--- config.mk ---
export PLATFORM = sky130hd
export DESIGN_NAME = vga_pattern_gen
export DESIGN_NICKNAME = d
export VERILOG_FILES = /design/src/rtl/vga_pattern_pkg.sv /design/src/rtl/vga_pattern_gen_box_mover.sv /design/src/rtl/vga_pattern_gen.sv
export SDC_FILE = /design/constraint.sdc
export NUM_CORES = 1
export LEC_CHECK = 0
export ABC_AREA = 1
export CORE_MARGIN = 3
export CORE_UTILIZATION = 35
export DETAILED_ROUTE_END_ITERATION = 12
export GPL_ROUTABILITY_DRIVEN = 0
export PLACE_DENSITY = 0.61
export SLEW_MARGIN = 20
export SYNTH_ARGS = -nofsm -noshare
export SYNTH_HDL_FRONTEND = slang
export SYNTH_HIERARCHICAL = 1
export SYNTH_SLANG_ARGS = --single-unit
--- constraint.sdc ---
create_clock -name i_pixclk -period 11.4 [get_ports i_pixclk]
set_input_delay 3.42 -clock i_pixclk [delete_from_list [all_inputs] [get_ports i_pixclk]]
set_output_delay 3.42 -clock i_pixclk [all_outputs]
set_load 0.01 [all_outputs]
--- src/rtl/vga_pattern_pkg.sv ---
// Shared definitions for the test-pattern source: mode encodings and the bar colour table.
// Colours are kept as 3-bit {R,G,B} on/off flags and widened to BITS_PER_COLOR in the top.
package vga_pattern_pkg;

  typedef enum logic [2:0] {
    MODE_BARS    = 3'd0,
    MODE_GRID    = 3'd1,
    MODE_RAMP    = 3'd2,
    MODE_CHECKER = 3'd3,
    MODE_SOLID   = 3'd4,
    MODE_BOX     = 3'd5,
    MODE_BORDER  = 3'd6,
    MODE_RSVD    = 3'd7
  } mode_e;

  localparam logic [2:0] RGB_WHITE = 3'b111;
  localparam logic [2:0] RGB_BLACK = 3'b000;
  localparam logic [2:0] RGB_BLUE  = 3'b001;

  function automatic logic [2:0] bar_rgb(input logic [2:0] idx);
    logic [2:0] rgb;
    case (idx)
      3'd0:    rgb = 3'b111;  // white
      3'd1:    rgb = 3'b110;  // yellow
      3'd2:    rgb = 3'b011;  // cyan
      3'd3:    rgb = 3'b010;  // green
      3'd4:    rgb = 3'b101;  // magenta
      3'd5:    rgb = 3'b100;  // red
      3'd6:    rgb = 3'b001;  // blue
      default: rgb = 3'b000;  // black
    endcase
    return rgb;
  endfunction

endpackage

--- src/rtl/vga_pattern_gen_box_mover.sv ---
// One axis of the animated box: bounces between 0 and size-BOX_SIZE, one step per frame.
// o_pos_d is the position in effect for the frame being rendered (already advanced on i_step).
module pattern_box_mover
  import vga_pattern_pkg::*;
#(
  parameter int CW       = 12,
  parameter int BOX_SIZE = 32,
  parameter int BOX_STEP = 2
) (
  input  logic          i_clk,
  input  logic          i_reset_n,
  input  logic          i_step,
  input  logic [CW-1:0] i_size,
  output logic [CW-1:0] o_pos_d
);

  localparam logic [CW:0] SIZE_EXT = (CW+1)'(BOX_SIZE);
  localparam logic [CW:0] STEP_EXT = (CW+1)'(BOX_STEP);

  logic [CW-1:0] pos_q, pos_d, limit;
  logic          dn_q, dn_d;

  always_comb begin
    pos_d = pos_q;
    dn_d  = dn_q;
    limit = i_size - CW'(BOX_SIZE);
    if (i_step) begin
      if ({1'b0, i_size} < SIZE_EXT) begin
        pos_d = '0;
        dn_d  = 1'b0;
      end else if (!dn_q) begin
        if (({1'b0, pos_q} + STEP_EXT) > {1'b0, limit}) begin
          pos_d = limit;
          dn_d  = 1'b1;
        end else begin
          pos_d = pos_q + CW'(BOX_STEP);
        end
      end else begin
        // A narrower new frame can leave the box past the edge; pull it back first.
        if ({1'b0, pos_q} < STEP_EXT) begin
          pos_d = '0;
          dn_d  = 1'b0;
        end else if (pos_q > limit) begin
          pos_d = limit;
        end else begin
          pos_d = pos_q - CW'(BOX_STEP);
        end
      end
    end
  end

  always_ff @(posedge i_clk or negedge i_reset_n) begin
    if (!i_reset_n) begin
      pos_q <= '0;
      dn_q  <= 1'b0;
    end else begin
      pos_q <= pos_d;
      dn_q  <= dn_d;
    end
  end

  assign o_pos_d = pos_d;

endmodule

--- src/rtl/vga_pattern_gen.sv ---
// Multi-mode test-pattern source for the HDMI encoder, one pixel per i_rd strobe.
// o_pixel is registered from the next-state coordinates so it always shows the current (x,y).
module vga_pattern_gen
  import vga_pattern_pkg::*;
#(
  parameter int BITS_PER_COLOR = 8,
  parameter int CW             = 12,
  parameter int GRID_LOG2      = 5,
  parameter int CHK_LOG2       = 6,
  parameter int BOX_SIZE       = 32,
  parameter int BOX_STEP       = 2,
  parameter int FRAME_BITS     = 8
) (
  input  logic                        i_pixclk,
  input  logic                        i_reset_n,
  input  logic [CW-1:0]               i_width,
  input  logic [CW-1:0]               i_height,
  input  logic [2:0]                  i_mode,
  input  logic [3*BITS_PER_COLOR-1:0] i_colour,
  input  logic                        i_rd,
  input  logic                        i_newline,
  input  logic                        i_newframe,
  output logic [3*BITS_PER_COLOR-1:0] o_pixel,
  output logic [2:0]                  o_mode,
  output logic [FRAME_BITS-1:0]       o_frame_count
);

  localparam int PW = 3 * BITS_PER_COLOR;
  localparam logic [CW:0] BOX_EXT = (CW+1)'(BOX_SIZE);

  function automatic logic [PW-1:0] expand(input logic [2:0] f);
    return {{BITS_PER_COLOR{f[2]}}, {BITS_PER_COLOR{f[1]}}, {BITS_PER_COLOR{f[0]}}};
  endfunction

  function automatic logic [CW-1:0] sat_inc(input logic [CW-1:0] v);
    return (&v) ? v : v + 1'b1;
  endfunction

  logic [CW-1:0]         x_q, x_d, y_q, y_d, w_q, w_d, h_q, h_d;
  logic [CW-1:0]         bar_pos_q, bar_pos_d, bx_d, by_d;
  logic [2:0]            bar_idx_q, bar_idx_d;
  mode_e                 mode_q, mode_d;
  logic [PW-1:0]         colour_q, colour_d, pixel_q, pixel_d;
  logic [FRAME_BITS-1:0] frame_q, frame_d;
  logic                  active, on_grid, in_box, on_border;
  logic [BITS_PER_COLOR-1:0] ramp_b;

  pattern_box_mover #(.CW(CW), .BOX_SIZE(BOX_SIZE), .BOX_STEP(BOX_STEP)) u_box_x (
    .i_clk(i_pixclk), .i_reset_n(i_reset_n), .i_step(i_newframe), .i_size(i_width), .o_pos_d(bx_d)
  );

  pattern_box_mover #(.CW(CW), .BOX_SIZE(BOX_SIZE), .BOX_STEP(BOX_STEP)) u_box_y (
    .i_clk(i_pixclk), .i_reset_n(i_reset_n), .i_step(i_newframe), .i_size(i_height), .o_pos_d(by_d)
  );

  always_comb begin
    x_d       = x_q;
    y_d       = y_q;
    w_d       = w_q;
    h_d       = h_q;
    mode_d    = mode_q;
    colour_d  = colour_q;
    frame_d   = frame_q;
    bar_idx_d = bar_idx_q;
    bar_pos_d = bar_pos_q;
    if (i_newframe) begin
      x_d       = '0;
      y_d       = '0;
      w_d       = i_width;
      h_d       = i_height;
      mode_d    = mode_e'(i_mode);
      colour_d  = i_colour;
      frame_d   = frame_q + 1'b1;
      bar_idx_d = '0;
      bar_pos_d = '0;
    end else if (i_newline) begin
      x_d       = '0;
      y_d       = sat_inc(y_q);
      bar_idx_d = '0;
      bar_pos_d = '0;
    end else if (i_rd) begin
      x_d = sat_inc(x_q);
      // Bar 7 absorbs the width%8 remainder, so the counter parks there.
      if (bar_idx_q != 3'd7) begin
        if ((bar_pos_q + 1'b1) == (w_q >> 3)) begin
          bar_idx_d = bar_idx_q + 1'b1;
          bar_pos_d = '0;
        end else begin
          bar_pos_d = bar_pos_q + 1'b1;
        end
      end
    end
  end

  always_comb begin
    active    = (x_d < w_d) && (y_d < h_d);
    on_grid   = (x_d[GRID_LOG2-1:0] == '0) || (y_d[GRID_LOG2-1:0] == '0) ||
                (x_d == w_d - 1'b1) || (y_d == h_d - 1'b1);
    in_box    = (x_d >= bx_d) && ({1'b0, x_d} < {1'b0, bx_d} + BOX_EXT) &&
                (y_d >= by_d) && ({1'b0, y_d} < {1'b0, by_d} + BOX_EXT);
    on_border = (x_d == '0) || (y_d == '0) || (x_d == w_d - 1'b1) || (y_d == h_d - 1'b1);
    ramp_b    = BITS_PER_COLOR'({frame_d, {BITS_PER_COLOR{1'b0}}} >> FRAME_BITS);
    case (mode_d)
      MODE_BARS:    pixel_d = expand(bar_rgb(bar_idx_d));
      MODE_GRID:    pixel_d = expand(on_grid ? RGB_WHITE : RGB_BLACK);
      MODE_RAMP:    pixel_d = {BITS_PER_COLOR'(x_d), BITS_PER_COLOR'(y_d), ramp_b};
      MODE_CHECKER: pixel_d = expand((x_d[CHK_LOG2] ^ y_d[CHK_LOG2]) ? RGB_WHITE : RGB_BLACK);
      MODE_SOLID:   pixel_d = colour_d;
      MODE_BOX:     pixel_d = expand(in_box ? RGB_WHITE : RGB_BLUE);
      MODE_BORDER:  pixel_d = expand(on_border ? RGB_WHITE : RGB_BLACK);
      default:      pixel_d = '0;
    endcase
    if (!active) pixel_d = '0;
  end

  // Window registers reset to all-ones so the reset pixel at (0,0) is the white bar.
  always_ff @(posedge i_pixclk or negedge i_reset_n) begin
    if (!i_reset_n) begin
      x_q       <= '0;
      y_q       <= '0;
      w_q       <= '1;
      h_q       <= '1;
      mode_q    <= MODE_BARS;
      colour_q  <= '0;
      frame_q   <= '0;
      bar_idx_q <= '0;
      bar_pos_q <= '0;
      pixel_q   <= expand(RGB_WHITE);
    end else begin
      x_q       <= x_d;
      y_q       <= y_d;
      w_q       <= w_d;
      h_q       <= h_d;
      mode_q    <= mode_d;
      colour_q  <= colour_d;
      frame_q   <= frame_d;
      bar_idx_q <= bar_idx_d;
      bar_pos_q <= bar_pos_d;
      pixel_q   <= pixel_d;
    end
  end

  assign o_pixel       = pixel_q;
  assign o_mode        = mode_q;
  assign o_frame_count = frame_q;

endmodule

==> metrics <==
most frequent cell on the critical path nand2_1; Hold Path Class reg -> reg; Yosys cell types 49; Worst path slowest cell clkdlybuf4s50_1; Pins Over Slew Limit 0; Peak VDD IR 0.109 mV; syn nets 2325; Antenna Cells 0; register area share after synthesis a little over a quarter; R2R depth 31; Max H-tree Level 4; Setup Viol. Count Final 0; Pleak 8.22 nW; Placement Setup Slack 2.34 ns; Syn Inst Count approximately 2200; min cycle time layout 8.64 ns; crit end category flip-flop; Skew-Pair Late Insertion Delay 0.45 ns; PD cells 181 nW/um^2; Post-Synth XOR/XNOR Area under 10%; Hold Path Stages 2; Post-DRT Antenna Nets 0; largest area contributor in the netlist nand2_1; clock sink total 148; share of layout cells above drive strength 1 9.01%; GRT Residual Overflow 0; Sum Neg Setup Slack 0 ns; syn_area_per_cell 6.42 sq um; post-synthesis cell area 13900 sq um; Synthesis Warnings 6; Starting Density 35.6%; Synth top area share around a fifth; Seq cells post-synth between 100 and 150; DRT Pass-1 Iters 5; global-route wire length before repair 66600 microns; startpoint class of the critical path input pin; DIE WIDTH 205 microns; status finished clean; Synth-to-Final Area Change 13.2%; reg2reg setup slack approximately 5.7 ns; mux share of post-synthesis cell area 0%; Layout Cells excl Fill 2748; WL/cell about 15 microns; routed wire length 40600 microns; CTS Hold Bufs 0; Post-CTS Resized 0; Hold Vio Cnt, Final 0; Setup Buffers After CTS 0; HPWL Detailed 31300 microns; Max Cap Violations 0; First DRT Iteration DRCs about 1100; slowest stage delay, CP 0.75 ns; # port buffers 90; Final Cycle Share 75.8%; worst setup margin 2.76 ns; Worst slew margin 43.6%; Synth Area in Adders about 10%; maximum clock frequency 116 MHz; core area slightly below 40000 sq um; RSZ-0062 raised after global routing no; Hold Crit Endpoint colour_q[15]; layout net count 2384; most frequent cells in the layout nand2_1, inv_1, nor2_1; vias in the first global route roughly 13000; Vias per Instance around 5.0; Worst Skew 0.0113 ns; Post-route DRC 0; largest family of logic cells by synthesized area simple AND/OR/NAND/NOR gates; Critical R2R Capture o_pixel[9]; Root Buffer clkbuf_16; cts bufs inserted 17; I/O pin cnt 91; DIE AREA 42000 sq um; min-delay src colour_q[15]; Pwr Total 2.83 mW; largest net degree at the start of global routing 102; CTS tree yes; Synth area leaders nand2_1, dfrtp_1, ha_1; Rows 72; Synth Area in Compound Gates approximately 7.5%; via count 13694; Inst Count DP between 2000 and 3000; Arrival @ worst endpoint 8.99 ns; Util after Layout 40.3%; critical setup path kind in -> reg; most common cell after layout, fill and taps aside nand2_1; initial antenna violation count 0; Clock Path Buffers 2; critical path fanouts, max 16; Synth Area in Simple Gates 41.1%; Total GRT Usage 19.5%; die height 205 microns; clock-pin transition on the worst setup and hold timing paths 0.07 ns; fill cell count 4081; Slew @ Worst Pin 0.844 ns; RR Startpoint u_box_y/pos_q[2]; critical path required time ~12 ns
per-layer routing:
layer / wire [microns] / vias to the layer above / GRT usage [%] / part of all wire (%)
met2: 19500 / 319 / 33.0 / 48
met4: 801 / 0 / 5.42 / 2.0
met5: 0 / - / 0 / 0
met1: 18600 / 6341 / 26.0 / 46
met3: 1770 / 67 / 2.78 / 4.4
li1: - / 6967 / - / -
cells in the mapped netlist (all sizes together):
| library cell | n |
|---|---|
| nand2 | 738 |
| inv | 300 |
| nor2 | 262 |
| nand3 | 238 |
| ha | 111 |
| dfrtp | 100 |
| o21ai | 86 |
| a21oi | 60 |
| dfstp | 48 |
| buf | 43 |
| xor2 | 43 |
| nand4 | 36 |
| nor3 | 19 |
| xnor2 | 13 |
| clkbuf | 11 |
| o22ai | 8 |
| or2 | 8 |
| a21boi | 6 |
| a22o | 6 |
| nand3b | 4 |
| clkinv | 3 |
| a211oi | 2 |
| a31oi | 2 |
| nor3b | 2 |
| nor4 | 2 |
| o21bai | 2 |
| a211o | 1 |
| a22oi | 1 |
| and2 | 1 |
| o2111ai | 1 |
| o21a | 1 |
stage by stage:
step	hold WS (ns)	instance area (sq um)
6_report	0.473	15700
5_1_grt	0.497	15700
4_1_cts	0.473	15700
3_5_place_dp	0.456	15100
3_3_place_gp	0.451	15100
2_1_floorplan	0.438	13900
kinds of logic after synthesis:
family                   Yosys count
AO/OA/AOI/OAI                    176
flip-flops                       148
buffers and inverters            357
adder cells (fa/ha/maj)          111
XOR/XNOR                          56
AND/OR/NAND/NOR                 1310
report_power, final:
group	switching, mW	internal (mW)	total [mW]
clock	0.266	0.295	0.560
combinational	0.923	0.550	1.47
sequential	0.161	0.640	0.801
state kept, by name (all words and copies together) (netlist names), 12 cells and up:
| name | flops |
|---|---|
| bar_pos_q | 12 |
| u_box_x/pos_q | 12 |
| o_pixel | 24 |
| colour_q | 24 |
| u_box_y/pos_q | 12 |
| x_q | 12 |
| w_q | 12 |
| h_q | 12 |
| y_q | 12 |
worst max path at each step:
stage | from | endpoint | cells past startpoint
floorplan | i_height[5] | o_pixel[13] | 30
finish | i_width[5] | o_pixel[9] | 31
global placement | i_height[5] | o_pixel[14] | 31
global route | i_height[5] | o_pixel[22] | 30
detailed placement | i_width[5] | o_pixel[23] | 32
CTS | i_height[5] | o_pixel[8] | 31
final cells by class:
type | instances | area [sq um] | area share [%]
Tap cell | 518 | 648 | 4.13
Clock inverter | 14 | 133 | 0.846
Sequential cell | 148 | 3760 | 24.0
Multi-Input combinational cell | 1653 | 8610 | 54.9
Inverter | 303 | 1140 | 7.27
Clock buffer | 18 | 439 | 2.80
Timing Repair Buffer | 94 | 950 | 6.05
critical path: cells and delay by family:
| kind | cells | cell delay, ns |
|---|---|---|
| simple gates | 21 | 2.84 |
| buf+inv | 3 | 1.05 |
| fa+ha+maj | 4 | 1.04 |
| xor+xnor | 2 | 0.49 |
| compound gates | 1 | 0.12 |
(Power assumes the default switching activity.)
==> patch 1 (same settings) <==
`x_q` and `y_q` no longer have a reset.
--- a/src/rtl/vga_pattern_gen.sv
+++ b/src/rtl/vga_pattern_gen.sv
@@ -116,8 +116,6 @@
   // Window registers reset to all-ones so the reset pixel at (0,0) is the white bar.
   always_ff @(posedge i_pixclk or negedge i_reset_n) begin
     if (!i_reset_n) begin
-      x_q       <= '0;
-      y_q       <= '0;
       w_q       <= '1;
       h_q       <= '1;
       mode_q    <= MODE_BARS;
@@ -127,8 +125,6 @@
       bar_pos_q <= '0;
       pixel_q   <= expand(RGB_WHITE);
     end else begin
-      x_q       <= x_d;
-      y_q       <= y_d;
       w_q       <= w_d;
       h_q       <= h_d;
       mode_q    <= mode_d;
@@ -140,6 +136,11 @@
     end
   end
 
+  always_ff @(posedge i_pixclk) begin
+    x_q <= x_d;
+    y_q <= y_d;
+  end
+
   assign o_pixel       = pixel_q;
   assign o_mode        = mode_q;
   assign o_frame_count = frame_q;
Formal check against the unedited RTL: no difference found for any inputs over 4 cycles, from zero or initial values and one cycle with i_reset_n low; that may be too few to reach the edited logic, so the function may still have changed.
==> patch 1 against the unedited design <==
Final area decreased by 1.1%; area after synthesis decreased by 0.87%; sequential share of layout area decreased by 0.51 points; worst hold slack got worse by 2.4 ps; die area decreased by 0.84%; routed wire length decreased by 1.1%; via count decreased by 0.74%; global-route usage decreased by 0.25 points; total power decreased by 0.38%; critical path type unchanged; largest power group unchanged; worst setup slack got worse by 69 ps; largest cell class unchanged; sequential cell count unchanged.
==> patch 1: results <==
group,metric,value,unit
run_status,status,"finished, final reports clean",
global_route,grt_use_met2,33.0,%
min_path,min_from,"colour_q[2]",
placement,placed_cell_area,15000,sq um
final_layout,regArea,3640,sq um
power,irDropWorstVdd,0.0880,mV
placement,dp_hpwl,31100,microns
detailed_routing,wl_met1,18600,microns
global_route,first_global_vias,13000,
yosys,syn_nets,2325,
yosys,ys_top_cells_by_area,"nand2_1 19%, dfrtp_1 14%, ha_1 10%",
detailed_routing,vias_per_cell,4.96,
detailed_routing,wl_met2,19100,microns
flow_run,drv_cap,0,
min_path,hold_path_end,"colour_q[2]",
placement,pre_cts_slack,2320,ps
worst_setup_path,cp_max_fo,16,
worst_setup_path,r2r_setup_slack,5740,ps
detailed_routing,dr_wl_met3,1640,microns
worst_setup_path,max_stage_delay,590,ps
yosys,synthFlopType,"dfrtp_1",
final_layout,drive_gt1_share,8.93,%
global_route,grt_pass1_wl,65900,microns
detailed_routing,dr.pass1.iters,6,
worst_setup_path,reg2reg_to,"o_pixel[16]",
sta,worstMarginPinSlew,887,ps
detailed_routing,wl_per_cell,14.7,microns
yosys,synthArstFlopShare,83.8,%
detailed_routing,wirelength,40200,microns
worst_setup_path,r2r.worst_path.cells,32,
final_layout,layout.nets,2383,
sta,fin_skew,16.5,ps
global_route,globalRouteMet1Util,25.6,%
final_layout,fillCellCount,4033,
power,p_leak,0.00808,uW
yosys,synth.distinct_cells,50,
clock_network,cts_setup_buffers,0,
detailed_routing,top_layer_used,"met4",
detailed_routing,initialDrtViolationCount,937,
yosys,syn_inst,2158,
sta,timing.hold.ws,471,ps
placement,portBuffers,90,
global_route,grtUsageTotal,19.2,%
global_route,grt_max_degree,68,
min_path,hold_depth,2,
yosys,seq_area_frac_synth,26.5,%
placement,dp_cells,2708,
worst_setup_path,arrival,9060,ps
worst_setup_path,slowest_stage,"clkdlybuf4s50_1",
global_route,met3_usage,2.13,%
## patch 1: cell types whose count changed in the layout (fill, tap and decap cells not counted), sizes merged
cell and change:
buf -1, dfrtp -24, dfxtp +24
## patch 1: layout make-up
| type | instances | share of cell area [%] |
|---|---|---|
| tap | 511 | 4.12 |
| multi-input combinational | 1653 | 55.5 |
| sequential | 148 | 23.5 |
| inverter | 303 | 7.35 |
| clock inverter | 14 | 0.855 |
| clock buffer | 18 | 2.77 |
| timing repair buffer | 93 | 5.92 |
## patch 1: kinds of logic (layout without fill, tap and decap cells)
| family | count (synthesis) | in the layout | synth area share [%] |
|---|---|---|---|
| simple gates | 1310 | 1310 | 41.4 |
| flops | 148 | 148 | 26.5 |
| buf+inv | 357 | 428 | 10.8 |
| fa+ha+maj | 111 | 111 | 10.1 |
| compound gates | 176 | 176 | 7.60 |
| xor+xnor | 56 | 56 | 3.57 |
## patch 1: how the worst max path moves through the flow
stage | endpoint | slack, ps | cells after the start | from
2_1_floorplan | o_pixel[13] | 4170 | 30 | i_height[5]
3_3_place_gp | o_pixel[22] | 2500 | 32 | i_width[5]
3_5_place_dp | o_pixel[15] | 2320 | 31 | i_height[5]
4_1_cts | o_pixel[15] | 2760 | 31 | i_height[5]
5_1_grt | o_pixel[22] | 2210 | 31 | i_height[5]
6_report | o_pixel[16] | 2700 | 31 | i_height[5]
## patch 1: power by group
group / leakage, uW / switching (uW) / internal [uW] / total (uW)
Sequential: 0.00165 / 164 / 639 / 802
Combinational: 0.00616 / 919 / 549 / 1470
Clock: 0.000272 / 264 / 290 / 553
Total: 0.00808 / 1350 / 1480 / 2820
## patch 1: worst max-delay path: cells and delay by family
family          cells  cell delay, ps
xor+xnor            2             530
buf+inv             3             860
simple gates       18            2740
compound gates      5             710
fa+ha+maj           3             770
==> patch 2 (config.mk and constraints unchanged) <==
Without the edit above. Set the parameter `FRAME_BITS` to 6 (it was 8).
--- a/src/rtl/vga_pattern_gen.sv
+++ b/src/rtl/vga_pattern_gen.sv
@@ -9,7 +9,7 @@
   parameter int CHK_LOG2       = 6,
   parameter int BOX_SIZE       = 32,
   parameter int BOX_STEP       = 2,
-  parameter int FRAME_BITS     = 8
+  parameter int FRAME_BITS     = 6
 ) (
   input  logic                        i_pixclk,
   input  logic                        i_reset_n,
Interface: changed (resized o_frame_count); port bits go from 91 to 89. The function was not compared with the original's and may differ.
==> patch 2 against the unedited design <==
Worst setup slack worse by 690 ps; area after synthesis increased by 2.2%; total power about the same; final area is 1.3% higher; critical path type unchanged; routed wire length grew 5.2%; critical path depth did not move; sequential cell count decreased by 2; worst hold slack got worse by 6.2 ps.
==> patch 2: results <==
group,metric,value,unit
yosys,ys_warn_count,6,
yosys,synthTopCellsByCount,"714 x nand2_1, 310 x inv_1, 263 x nand3_1",
clock_network,clockBufferDepth,2,
clock_network,cts-root-buf,"clkbuf_16",
placement,dp_hpwl,32700,microns
power,p_leak,0.00845,uW
worst_setup_path,r2r_setup_slack,5270,ps
detailed_routing,wl_met2,20900,microns
global_route,grt_pass1_wl,68900,microns
worst_setup_path,arrival,9670,ps
detailed_routing,initialDrtViolationCount,1166,
detailed_routing,num_vias,14200,
final_layout,drive_gt1_share,9.89,%
worst_setup_path,critPathTopFamily,"simple AND/OR/NAND/NOR gates",
detailed_routing,wirelength,42700,microns
global_route,grtUsageTotal,19.3,%
worst_setup_path,r2r.worst_path.cells,33,
placement,dp_cells,2769,
detailed_routing,vias_per_cell,5.07,
global_route,grt_max_degree,77,
yosys,syn_avg_cell_area,6.40,sq um
global_route,first_global_vias,13400,
global_route,grt_use_met2,33.9,%
detailed_routing,dr.pass1.iters,6,
placement,portBuffers,88,
sta,fin_skew,16.0,ps
placement,pre_cts_slack,1760,ps
detailed_routing,dr_wl_met3,1890,microns
global_route,met3_usage,2.04,%
worst_setup_path,slowest_stage,"clkdlybuf4s50_1",
yosys,synth.distinct_cells,51,
yosys,seq_area_frac_synth,26.2,%
power,irDropWorstVdd,0.108,mV
worst_setup_path,reg2reg_to,"o_pixel[10]",
run_status,status,"finished, final reports clean",
min_path,min_from,"colour_q[17]",
yosys,syn_nets,2379,
min_path,hold_path_end,"colour_q[17]",
sta,worstMarginPinSlew,948,ps
global_route,globalRouteMet1Util,25.0,%
worst_setup_path,max_stage_delay,690,ps
yosys,ys_top_cells_by_area,"nand2_1 19%, dfrtp_1 17%, ha_1 9.8%",
worst_setup_path,rr_startpoint,"u_box_y/pos_q[1]",
sta,timing.hold.ws,467,ps
detailed_routing,wl_met1,18700,microns
patch 2: cell families after synthesis:
kind of cell / synth area share (%)
simple gates: 42.6
buf+inv: 11.5
compound gates: 6.65
flops: 26.2
fa+ha+maj: 9.81
xor+xnor: 3.03
mux: 0.141
patch 2: worst max-delay path by stage:
stage | slack (ps) | start | cells after the start | to
after detailed placement | 1760 | i_height[5] | 32 | o_pixel[19]
after floorplan | 4080 | i_height[5] | 32 | o_pixel[23]
after global placement | 1870 | i_height[5] | 32 | o_pixel[11]
after CTS | 2160 | i_height[5] | 32 | o_pixel[10]
final | 2070 | i_height[5] | 31 | o_pixel[10]
after global routing | 1400 | i_height[5] | 32 | o_pixel[10]
patch 2: worst reg2reg max path, delay by kind of cell (launching register included):
| kind | cells | cell delay [ps] |
|---|---|---|
| AO/OA/AOI/OAI | 3 | 410 |
| buffers and inverters | 3 | 190 |
| XOR/XNOR | 1 | 260 |
| flip-flops | 1 | 490 |
| adder cells (fa/ha/maj) | 3 | 830 |
| AND/OR/NAND/NOR | 23 | 3820 |
patch 2: final cells by class:
type	count	area, sq um
Inverter	324	1220
Clock buffer	17	425
Clock inverter	15	148
Tap cell	525	657
Timing Repair Buffer	93	917
Multi-Input combinational cell	1681	8810
Sequential cell	146	3710
Fill cell	4270	23900
patch 2: stage by stage:
stage	utilization (%)	cell area (sq um)
6_report	39.9	15900
5_1_grt	39.9	15900
4_1_cts	39.9	15900
3_5_place_dp	38.5	15300
3_3_place_gp	38.5	15300
2_1_floorplan	-	14200
patch 2: report_power, final:
part	switching [uW]	total [uW]	internal (uW)
sequential	163	793	629
clock	257	565	308
combinational	932	1480	547
total	1350	2840	1480
